## config.mk

```make
export PLATFORM = sky130hd
export DESIGN_NAME = pcs_scrambler_ss
export DESIGN_NICKNAME = d
export VERILOG_FILES = /design/src/rtl/scrambler_pkg.sv /design/src/rtl/scrambler_core.sv /design/src/rtl/pcs_scrambler_ss.sv
export SDC_FILE = /design/constraint.sdc
export NUM_CORES = 1
export LEC_CHECK = 0
export BUFFER_PORTS_ARGS = -buffer_cell sky130_fd_sc_hd__buf_4
export CAP_MARGIN = 20
export CORE_ASPECT_RATIO = 1.75
export CORE_MARGIN = 1.5
export CORE_UTILIZATION = 30
export CTS_CLUSTER_SIZE = 24
export DETAILED_ROUTE_END_ITERATION = 10
export GPL_ROUTABILITY_DRIVEN = 0
export GPL_TIMING_DRIVEN = 0
export HOLD_SLACK_MARGIN = 0.15
export SETUP_SLACK_MARGIN = 0.2
export SLEW_MARGIN = 5
export SYNTH_ARGS = -nofsm -noshare
export SYNTH_HDL_FRONTEND = slang
export SYNTH_SLANG_ARGS = --single-unit
```

## constraint.sdc

```tcl
create_clock -name i_clk -period 1.45 [get_ports i_clk]
set_input_delay 0 -clock i_clk [delete_from_list [all_inputs] [get_ports i_clk]]
set_output_delay 0 -clock i_clk [all_outputs]
set_load 0.02 [all_outputs]
```

## src/rtl/scrambler_pkg.sv

```systemverilog
// -----------------------------------------------------------------------------
// scrambler_pkg
// Shared constants and types for the 64b/66b self-synchronous scrambler
// (polynomial x^58 + x^39 + 1).
//   LFSR_LEN / TAP_A / TAP_B : register length and the two feedback taps
//   LFSR_DEFAULT_SEED        : all-ones state used when no seed is given
//   lfsr_t                   : 58-bit LFSR state
//   sync_hdr_t               : 2-bit 66b sync header, HDR_DATA / HDR_CTRL
// -----------------------------------------------------------------------------
package scrambler_pkg;

    localparam int LFSR_LEN = 58;
    localparam int TAP_A    = 38;
    localparam int TAP_B    = 57;

    typedef logic [LFSR_LEN-1:0] lfsr_t;

    localparam lfsr_t LFSR_DEFAULT_SEED = 58'h3FF_FFFF_FFFF_FFFF;

    typedef logic [1:0] sync_hdr_t;

    localparam sync_hdr_t HDR_DATA = 2'b01;
    localparam sync_hdr_t HDR_CTRL = 2'b10;

endpackage

```

## src/rtl/scrambler_core.sv

```systemverilog
// -----------------------------------------------------------------------------
// scrambler_core
// Purely combinational, fully unrolled (de)scrambler for one payload beat.
//   data_in   : payload beat, bit 0 is the first bit on the line
//   state_in  : LFSR state before the beat
//   data_out  : (de)scrambled payload
//   state_out : LFSR state after all DATA_WIDTH bits
// The LFSR always shifts in the line-side bit: the scrambled output when
// scrambling, the received input when descrambling. That is what makes the
// descrambler self-synchronising.
// -----------------------------------------------------------------------------
module scrambler_core
    import scrambler_pkg::*;
#(
    parameter int DATA_WIDTH = 32,
    parameter bit DESCRAMBLE = 1'b0
) (
    input  logic [DATA_WIDTH-1:0] data_in,
    input  lfsr_t                 state_in,
    output logic [DATA_WIDTH-1:0] data_out,
    output lfsr_t                 state_out
);

    lfsr_t work_state;
    logic  out_bit;

    always_comb begin
        work_state = state_in;
        out_bit    = 1'b0;
        data_out   = '0;
        for (int k = 0; k < DATA_WIDTH; k++) begin
            out_bit     = data_in[k] ^ work_state[TAP_A] ^ work_state[TAP_B];
            data_out[k] = out_bit;
            work_state  = {work_state[LFSR_LEN-2:0], (DESCRAMBLE ? data_in[k] : out_bit)};
        end
        state_out = work_state;
    end

endmodule

```

## src/rtl/pcs_scrambler_ss.sv

```systemverilog
// -----------------------------------------------------------------------------
// pcs_scrambler_ss
// Self-synchronous 64b/66b scrambler / descrambler with valid/ready flow
// control, one register stage of latency and full throughput. The sync header
// travels as sideband alongside its payload beat and is never scrambled.
//   i_clk, i_reset_n               : clock, asynchronous active-low reset
//   i_data_valid/o_data_ready      : upstream handshake
//   i_data, i_hdr, i_hdr_valid     : upstream payload and sideband header
//   o_data_valid/i_data_ready      : downstream handshake
//   o_data, o_hdr, o_hdr_valid     : registered (de)scrambled beat and header
//   i_seed_load                    : reload LFSR with LFSR_SEED
//   o_primed                       : LFSR holds valid line history
// -----------------------------------------------------------------------------
module pcs_scrambler_ss
    import scrambler_pkg::*;
#(
    parameter int    DATA_WIDTH       = 32,
    parameter bit    DESCRAMBLE       = 1'b0,
    parameter bit    SCRAMBLER_BYPASS = 1'b0,
    parameter lfsr_t LFSR_SEED        = LFSR_DEFAULT_SEED
) (
    input  logic                  i_clk,
    input  logic                  i_reset_n,
    input  logic                  i_data_valid,
    output logic                  o_data_ready,
    input  logic [DATA_WIDTH-1:0] i_data,
    input  sync_hdr_t             i_hdr,
    input  logic                  i_hdr_valid,
    output logic                  o_data_valid,
    input  logic                  i_data_ready,
    output logic [DATA_WIDTH-1:0] o_data,
    output sync_hdr_t             o_hdr,
    output logic                  o_hdr_valid,
    input  logic                  i_seed_load,
    output logic                  o_primed
);

    generate
        if (DATA_WIDTH != 32 && DATA_WIDTH != 64) begin : g_bad_width
            $error("pcs_scrambler_ss: DATA_WIDTH must be 32 or 64");
        end
    endgenerate

    // Beats needed before the descrambler history covers all 58 taps.
    localparam int        PRIME_BEATS = (LFSR_LEN + DATA_WIDTH - 1) / DATA_WIDTH;
    localparam logic [1:0] PRIME_CNT  = 2'(PRIME_BEATS);

    logic                  in_xfer;
    logic                  out_xfer;
    lfsr_t                 lfsr_reg, lfsr_next;
    lfsr_t                 lfsr_base;
    lfsr_t                 core_state;
    logic [DATA_WIDTH-1:0] core_data;

    logic                  out_valid_reg, out_valid_next;
    logic [DATA_WIDTH-1:0] data_reg, data_next;
    sync_hdr_t             hdr_reg, hdr_next;
    logic                  hdr_valid_reg, hdr_valid_next;
    logic [1:0]            prime_cnt_reg, prime_cnt_next;
    logic                  primed_reg, primed_next;

    assign o_data_ready = ~out_valid_reg | i_data_ready;
    assign in_xfer      = i_data_valid & o_data_ready;
    assign out_xfer     = out_valid_reg & i_data_ready;

    // A seed load in the same cycle as a transfer processes that beat from
    // the seed, so the seed is muxed in ahead of the core.
    assign lfsr_base = i_seed_load ? LFSR_SEED : lfsr_reg;

    scrambler_core #(
        .DATA_WIDTH (DATA_WIDTH),
        .DESCRAMBLE (DESCRAMBLE)
    ) u_core (
        .data_in   (i_data),
        .state_in  (lfsr_base),
        .data_out  (core_data),
        .state_out (core_state)
    );

    always_comb begin
        lfsr_next      = lfsr_reg;
        out_valid_next = out_valid_reg;
        data_next      = data_reg;
        hdr_next       = hdr_reg;
        hdr_valid_next = hdr_valid_reg;
        prime_cnt_next = prime_cnt_reg;
        primed_next    = primed_reg;

        if (in_xfer && !SCRAMBLER_BYPASS) begin
            lfsr_next = core_state;
        end else if (i_seed_load) begin
            lfsr_next = LFSR_SEED;
        end

        if (in_xfer) begin
            out_valid_next = 1'b1;
            data_next      = SCRAMBLER_BYPASS ? i_data : core_data;
            hdr_next       = i_hdr;
            hdr_valid_next = i_hdr_valid;
        end else if (out_xfer) begin
            out_valid_next = 1'b0;
        end

        if (DESCRAMBLE) begin
            if (i_seed_load) begin
                prime_cnt_next = in_xfer ? 2'd1 : 2'd0;
            end else if (in_xfer && prime_cnt_reg != PRIME_CNT) begin
                prime_cnt_next = prime_cnt_reg + 2'd1;
            end
            primed_next = (prime_cnt_next == PRIME_CNT);
        end else begin
            // A scrambler generates its own history, so it is primed as soon
            // as it leaves reset.
            primed_next = 1'b1;
        end
    end

    always_ff @(posedge i_clk or negedge i_reset_n) begin
        if (!i_reset_n) begin
            lfsr_reg      <= LFSR_SEED;
            out_valid_reg <= 1'b0;
            data_reg      <= '0;
            hdr_reg       <= '0;
            hdr_valid_reg <= 1'b0;
            prime_cnt_reg <= 2'd0;
            primed_reg    <= 1'b0;
        end else begin
            lfsr_reg      <= lfsr_next;
            out_valid_reg <= out_valid_next;
            data_reg      <= data_next;
            hdr_reg       <= hdr_next;
            hdr_valid_reg <= hdr_valid_next;
            prime_cnt_reg <= prime_cnt_next;
            primed_reg    <= primed_next;
        end
    end

    assign o_data_valid = out_valid_reg;
    assign o_data       = data_reg;
    assign o_hdr        = hdr_reg;
    assign o_hdr_valid  = hdr_valid_reg;
    assign o_primed     = primed_reg;

endmodule

```

# Yosys cells after proc, flatten, opt, wreduce, memory -nomap -nowiden
# Cells that the tools add are included.
[op_classes]
muxes = 4
bitwise = 68
reduce_logical = 1
[op_table]
columns = ["op", "count"]
rows = [
  ["58-bit two-way mux", 2],
  ["1-bit XOR", 64],
  ["1-bit bitwise AND", 2],
  ["1-bit two-way mux", 2],
  ["2-bit nonzero test", 1],
  ["1-bit inverter", 1],
  ["1-bit OR", 1],
]
[word_totals]
reg_bits = 95
elab_cells = 79

# Logic depth before layout (Yosys ltp)
# Gate-level depths: netlist of the first run.
[depth]
word_depth = 4
mapped_depth = 8

# By module
# From an unflattened synthesis of the first run, not the netlist that was laid out.
[hier_totals]
cells_unflattened = 357
area_unflattened_um2 = 5571.6
[by_module_without_submodules]
columns = ["module", "instances", "cells_each", "area_per_inst_um2"]
rows = [
  ["pcs_scrambler_ss", 1, 266, 4367.9],
  ["scrambler_core", 1, 91, 1203.7],
]

# Worst setup path after synthesis of the first run
# No wires, ideal clock.
[synth_path]
path_type = "register to register"
start = "reg out_valid_reg, in the netlist o_data_valid"
end = "reg hdr_reg[1], in the netlist o_hdr[1]"
t_arrival_ps = 1400
slack_ps = -75
stages_incl_launch_ff = 8
n_path_buf = 3
period_less_slack_ps = 1525
path_cell_list = "dfrtp_1 -> nor2b_2 -> buf_6 -> inv_2 -> buf_6 -> nand2_4 -> buf_6 -> mux2_2"
[synth_between]
elab_chain_len = 3
[synth_rtl]
columns = ["item", "line_no", "source"]
rows = [
  ["start: declaration", "pcs_scrambler_ss.sv:55", "logic out_valid_reg, out_valid_next;"],
  ["start signal: assignment", "pcs_scrambler_ss.sv:129", "out_valid_reg <= out_valid_next;"],
  ["1-bit inverter", "pcs_scrambler_ss.sv:62", "assign o_data_ready = ~out_valid_reg | i_data_ready;"],
  ["1-bit OR", "pcs_scrambler_ss.sv:62", ""],
  ["1-bit bitwise AND", "pcs_scrambler_ss.sv:63", "assign in_xfer = i_data_valid & o_data_ready;"],
  ["end signal: assignment", "pcs_scrambler_ss.sv:131", "hdr_reg <= hdr_next;"],
  ["end: declaration", "pcs_scrambler_ss.sv:57", "sync_hdr_t hdr_reg, hdr_next;"],
]
# Every way passes these cells.
# A chain may end at the register's enable or synchronous reset.

# Final worst setup path of the first run
[layout_path]
start = "reg out_valid_reg, in the netlist o_data_valid"
end = "reg lfsr_reg[1]"
[layout_between]
elab_chain_len = 4
[layout_rtl]
columns = ["item", "line_no", "source"]
rows = [
  ["1-bit inverter", "pcs_scrambler_ss.sv:62", ""],
  ["1-bit OR", "pcs_scrambler_ss.sv:62", ""],
  ["1-bit bitwise AND", "pcs_scrambler_ss.sv:63", ""],
  ["58-bit two-way mux", "pcs_scrambler_ss.sv:89", "if (in_xfer && !SCRAMBLER_BYPASS) begin"],
  ["via lfsr_next[1]", "pcs_scrambler_ss.sv:50", "lfsr_t lfsr_reg, lfsr_next;"],
  ["end signal: assignment", "pcs_scrambler_ss.sv:128", "lfsr_reg <= lfsr_next;"],
  ["end: declaration", "pcs_scrambler_ss.sv:50", ""],
]
# The timed path passes the listed nets, and every way through them passes these cells.

==> impl_summary.txt, run 1 <==
----------------------------------------------------
[Logic synthesis]
  Number of cells produced by synthesis ... 490
  Syn nets ... 530
  Synth Area in Compound Gates ... 19.8%
  Share of the yosys chip area belonging to registers ... between 40% and 50%
  Number of unique standard cell types used by synthesis ... 25
  Share of cell area taken by muxes after synthesis ... 0.678%
  Yosys synthesis warning count ... 0
  Combinational family with the most area after synthesis ... compound AO/OA/AOI/OAI gates
  Mapped Area ... 4980 um^2
  Synth Area per Inst ... 10.2 um^2
  Synthesis-stage register bit count ... 95
  Post-Synth Adder-Cell Area ... 0%
  Area share of and/or/nand/nor cells after synthesis ... 17.4%
  Post-synthesis xor/xnor area fraction ... ~5.6%

[Setup path]
  Slack of the worst reg-to-reg path ... -0.16 ns
  CP endpoint ... lfsr_reg[1]
  Launching element type of the critical path ... flip-flop
  Endpoint type of the worst setup path ... flip-flop
  Critical path class ... flip-flop to flip-flop
  Endpoint of the lowest-slack register-to-register path ... lfsr_reg[1]
  Length in cells of the worst reg-to-reg path ... 9
  Critical Path Source ... o_data_valid
  FF-to-FF Start ... o_data_valid
  Worst-path fanout max ... 7
  Critical path data required time ... approximately 1.7 ns
  Endpoint arrival time on the critical path ... approximately 1.9 ns

[Finish]
  Layout Nets ... 673
  Commonest non-fill, non-tap cell in the layout ... buf_4
  Layout Utilization ... 47.5%
  Flip-flop count of the largest register, all copies and words added ... 58
  Ant diodes ... 0
  Share of post-route cells with drive strength above 1 ... 51.1%
  Synthesis-to-finish area growth ... 55.3%
  Top library cells by usage in the layout, fill and taps aside ... 86 x buf_4, 58 x dfstp_2, 36 x dlygate4sd3_1, 36 x dfrtp_1, 33 x inv_1

[Timing]
  Final worst clock skew ... 0.0123 ns
  Slew at the pin closest to its max-slew limit ... 1.11 ns
  Clock period minus final worst setup slack ... between 1.5 and 2 ns
  Minimum hold slack ... 0.136 ns
  Share of the clock period used by the worst path after layout ... 111%
  Max-slew headroom at the worst pin ... 26.2%
  Max Fclk ... slightly above 600 MHz
  Setup violations, final ... 92
  Final hold viol count ... 0
  Unrepaired setup endpoints after global routing ... yes
  Final-report max-slew violation count ... 0
  Fin worst setup slack ... -0.157 ns

[Global routing]
  Grt met3 use ... 2.38%
  Pin count of the biggest net entering global routing ... 66
  Global-route wire length before repair ... 27.7 mm
  Vias in the first global route ... 4971
  Busiest grt layer ... met2
  Met2 track utilization from global routing ... 38.0%
  Global-route track usage on met1 ... ~23%
  Overall global routing resource usage ... 21.0%
  Sum of overflow across all layers after global routing ... 0
  Number of antenna violations at the first check in global routing ... 0

[Outcome]
  Run status ... finished, violations left
  Failing checks ... negative setup slack

[Detailed routing]
  Number of optimization iterations in the first detailed-route pass ... 5
  Antenna viol nets, final ... 0
  Total via count after detailed routing ... between 4k and 5k
  Routed vias/inst ... 5.61
  Initial DRC count ... 349
  Final routed wire length divided by cell count ... between 20 and 25 um
  Remaining DRCs ... 0
  Wire length after detailed routing ... 18.3 mm

[CTS]
  CTS clk-pin slew, worst paths ... about 0.080 ns
  Clock tree from TritonCTS ... done
  Root buf cell ... clkbuf_16
  Number of buffers created by CTS ... 9
  Total clock sinks ... 95
  CTS H-Tree Depth ... 3
  Maximum count of clock buffers along a single path ... 2
  Clock insertion delay at the later pin of the skew report ... 0.36 ns

[Floorplanning]
  Count of standard-cell rows ... 62
  Count of pins on the block boundary ... 78
  Core region area ... approximately 16000 um^2
  Vert. Die Dim ... roughly 170 um
  Initial standard-cell utilization of the core ... 30.6%
  Die Outline Area ... ~17000 um^2
  Die width ... 100 um

[Power]
  PwrDens ... 1100 nW/um^2
  Leakage ... ~3.0 nW
  Largest vdd supply drop ... 0.526 mV

[Placed design]
  Worst Setup Slack post-DPL ... -0.167 ns
  Quantity of I/O buffers inserted on ports ... 76
  Hpwl dp ... 12.3 mm

[Worst hold path]
  Worst min-delay path category ... primary input to async pin

[Job]
  Max cap viols ... 0

----------------------------------------------------
synth_stat cells (all sizes together):
cell	n	share of area, %
nand2b	32	4.0
inv	34	2.6
nor4	32	4.0
conb	1	0.075
a211oi	32	4.8
clkbuf	28	2.1
buf	18	2.5
mux2	3	0.68
a211o	26	4.6
nor2b	1	0.18
nor2	32	2.4
dfrtp	37	19
nand2	2	0.30
xnor2	32	5.6
dfstp	58	31
nor3	32	3.2
a21oi	32	3.2
o2111a	32	7.2
and3	26	3.3
power by group:
part	switching, mW	internal [mW]	leakage (nW)
logic	1.36	1.13	1.88
clock network	1.16	1.36	0.147
registers	0.373	3.14	1.02
total	2.89	5.64	3.05
stage by stage:
stage	cell area (um^2)	TNS [ns]	instances	total power, mW
after floorplan	5050	0	490	4.51
after global placement	5860	-6.69	758	5.32
after detailed placement	5890	-8.56	759	5.37
after CTS	7230	-4.78	823	8.28
after global routing	7730	-9.79	830	8.84
final	7730	-5.20	830	8.52
per-layer routing:
layer	part of all wire (%)	vias up	wire [um]
li1	-	2083	-
met5	0	-	0
met2	54	149	9900
met1	37	2373	6770
met3	3.5	55	637
met4	5.6	0	1030
how the worst min path moves through the flow:
stage,startpoint,end,slack (ns),cells past startpoint
after floorplan,i_reset_n,o_data[0],-0.30,0
after global placement,i_hdr[1],o_hdr[1],0.23,2
after detailed placement,i_reset_n,o_data[16],-0.03,1
after CTS,i_reset_n,o_data[24],0.14,2
after global routing,i_reset_n,o_data[24],0.18,2
final,i_reset_n,o_data[20],0.14,2
what timing repair did:
item                       CTS  global route
gates cloned                 1             3
setup buffers               11             4
hold buffers                36             0
pin swaps                   34            31
gates resized for setup    113            84
setup endpoints to repair   95            95
hold endpoints to repair   121             0
logic make-up after synthesis:
family	after synthesis
xor+xnor	32
other cells	1
compound gates	122
simple gates	157
mux	3
flops	95
buf+inv	80
critical path: stages (launching register included):
cell and delay, ns:
dfrtp_2 0.36, nor2b_4 0.13, buf_6 0.13, inv_4 0.04, buf_12 0.13, buf_8 0.12
buf_12 0.13, buf_6 0.11, o2111a_2 0.14, a211oi_2 0.19
layout make-up:
| class | instances | area, um^2 |
|---|---|---|
| plain buffers | 46 | 382 |
| clock buffers | 9 | 225 |
| clock inverters | 7 | 77.6 |
| fillers | 1476 | 8560 |
| inverters | 34 | 130 |
| multi-input cells | 315 | 3030 |
| flip-flops and latches | 95 | 2450 |
| well taps | 192 | 240 |
| repair buffers | 132 | 1200 |
Note: power is estimated with default switching activity, not from simulation.
==> run 2: changes to the inputs <==
--- a/config.mk
+++ b/config.mk
@@ -9,7 +9,7 @@
 export CAP_MARGIN = 20
 export CORE_ASPECT_RATIO = 1.75
 export CORE_MARGIN = 1.5
-export CORE_UTILIZATION = 30
+export CORE_UTILIZATION = 40
 export CTS_CLUSTER_SIZE = 24
 export DETAILED_ROUTE_END_ITERATION = 10
 export GPL_ROUTABILITY_DRIVEN = 0
==> impl_summary.txt, run 2 (synthesis results as in run 1) <==
----------------------------------------------------
[Setup path]
  Endpoint arrival time on the critical path ... around 1.8 ns
  Launching element type of the critical path ... flip-flop
  Max stage delay cell, worst path ... nor4_2
  Critical path data required time ... 1.67 ns
  Critical path class ... flip-flop to flip-flop
  Largest incremental delay on the critical path ... 0.41 ns
  Cell-by-cell listing of the critical path ... nor2b_4, buf_6, clkbuf_4, nor4_2, nor3_2
  Cell class contributing the biggest share of worst-path delay ... simple AND/OR/NAND/NOR gates
  WP buf/inv ... 2
  Endpoint type of the worst setup path ... flip-flop
  Worst-path fanout max ... 10

[CTS]
  CTS clk-pin slew, worst paths ... 0.07 ns
  Maximum count of clock buffers along a single path ... 2
  Clock insertion delay at the later pin of the skew report ... 0.34 ns
  Total clock sinks ... between 90 and 100
  Number of buffers created by CTS ... 9
  CTS H-Tree Depth ... 3
  Root buf cell ... clkbuf_16
  Clock tree from TritonCTS ... done

[Power]
  PwrDens ... between 1000 and 1500 nW/um^2
  Largest vdd supply drop ... 0.669 mV
  Pwr Total ... 8.48 mW
  Leakage ... 2.95 nW

[Job]
  Max cap viols ... 0

[Timing]
  Final hold viol count ... 0
  Max-slew headroom at the worst pin ... 30.1%
  Setup violations, final ... 76
  Minimum hold slack ... 0.194 ns
  Unrepaired setup endpoints after global routing ... yes
  Final-report max-slew violation count ... 0
  Max Fclk ... approximately 640 MHz
  Fin worst setup slack ... -0.107 ns
  Final worst clock skew ... 0.00755 ns
  Share of the clock period used by the worst path after layout ... 107%
  Clock period minus final worst setup slack ... 1.56 ns
  Slew at the pin closest to its max-slew limit ... about 1.0 ns

[Placed design]
  Worst Setup Slack post-DPL ... -0.174 ns
  Number of placed instances, taps included ... 732
  Hpwl dp ... 11.3 mm
  Quantity of I/O buffers inserted on ports ... 76

[Global routing]
  Overall global routing resource usage ... 26.2%
  Vias in the first global route ... 4778
  Sum of overflow across all layers after global routing ... 0
  Global-route wire length before repair ... 25.6 mm
  Number of antenna violations at the first check in global routing ... 0
  Pin count of the biggest net entering global routing ... 55

[Finish]
  Layout Nets ... 664
  Area occupied by multi-input gates ... ~3000 um^2
  Sequential cell area ... 2450 um^2
  Commonest non-fill, non-tap cell in the layout ... buf_4
  Flip-flop count of the largest register, all copies and words added ... 58
  Synthesis-to-finish area growth ... 50.0%
  Number of inserted filler cells in the final layout ... approximately 1k
  Ant diodes ... 0
  Post-Layout Cell Count ... 794
  Top library cells by usage in the layout, fill and taps aside ... 84 x buf_4, 58 x dfstp_2, 36 x dlygate4sd3_1, 36 x dfrtp_1, 33 x inv_1
  Share of post-route cells with drive strength above 1 ... 45.5%

[Outcome]
  Run status ... finished, violations left
  Failing checks ... negative setup slack

[Detailed routing]
  Final routed wire length divided by cell count ... 21.3 um
  Wire length after detailed routing ... between 15 and 20 mm
  Number of optimization iterations in the first detailed-route pass ... 5
  Antenna viol nets, final ... 0
  Total via count after detailed routing ... 4542
  Remaining DRCs ... 0
  Routed vias/inst ... 5.72
  Initial DRC count ... around 220

[Floorplanning]
  Die Outline Area ... approximately 13000 um^2
  Core region area ... 12100 um^2
  Die width ... between 80 and 90 um
  Count of pins on the block boundary ... 78
  Count of standard-cell rows ... 53
  Initial standard-cell utilization of the core ... 41.3%
  Vert. Die Dim ... 151 um

[Worst hold path]
  Worst min-delay path category ... primary input to async pin

----------------------------------------------------
run 2: path summary, 6_finish.rpt:
| path | from | to | slack (ns) | cells after the start |
|---|---|---|---|---|
| setup / recovery | o_data_valid | o_data[9] | -0.11 | 5 |
| max in group asynchronous | i_reset_n | lfsr_reg[29] | 0.52 | 3 |
| setup reg to reg | o_data_valid | o_data[9] | -0.11 | 5 |
| hold reg to reg | o_hdr_valid | o_hdr_valid | 0.51 | 1 |
| min in group i_clk | i_seed_load | lfsr_reg[0] | 0.22 | 3 |
| hold / removal | i_reset_n | o_primed | 0.19 | 2 |
run 2: area by class of cell:
cell class / count / area share (%)
multi-input combinational: 315 / 39.0
sequential: 95 / 32.8
timing repair buffer: 124 / 14.5
buffer: 45 / 4.76
clock buffer: 13 / 3.48
tap: 165 / 2.76
inverter: 34 / 1.78
clock inverter: 3 / 0.871
run 2: where the power goes:
group / internal [mW] / leakage (nW) / switching, mW
clock network: 1.61 / 0.160 / 1.03
logic: 1.05 / 1.78 / 1.30
registers: 3.14 / 1.02 / 0.350
total: 5.80 / 2.95 / 2.67
run 2: through the flow:
step | instance area, um^2 | TNS (ns) | util [%]
after floorplan | 5050 | 0 | -
after detailed placement | 5860 | -7.80 | 48.5
after global routing | 7470 | -6.81 | 61.9
final | 7470 | -3.51 | 61.9
after global placement | 5830 | -6.25 | 48.3
after CTS | 7190 | -2.38 | 59.6
run 2: metal layers:
metal	global-route usage (%)	share of wire (%)
met1	31.0	40
met2	45.2	53
met3	3.56	3.6
met4	13.8	3.8
met5	0	0
run 2: repair_timing:
action                                 4_1_cts  5_1_grt
setup endpoints to repair                   95       95
setup buffers                                8        2
resized for setup                          108       49
hold buffers                                36        0
gates cloned                                 1        1
pin swaps                                   15       19
endpoints found under the hold margin      124        0
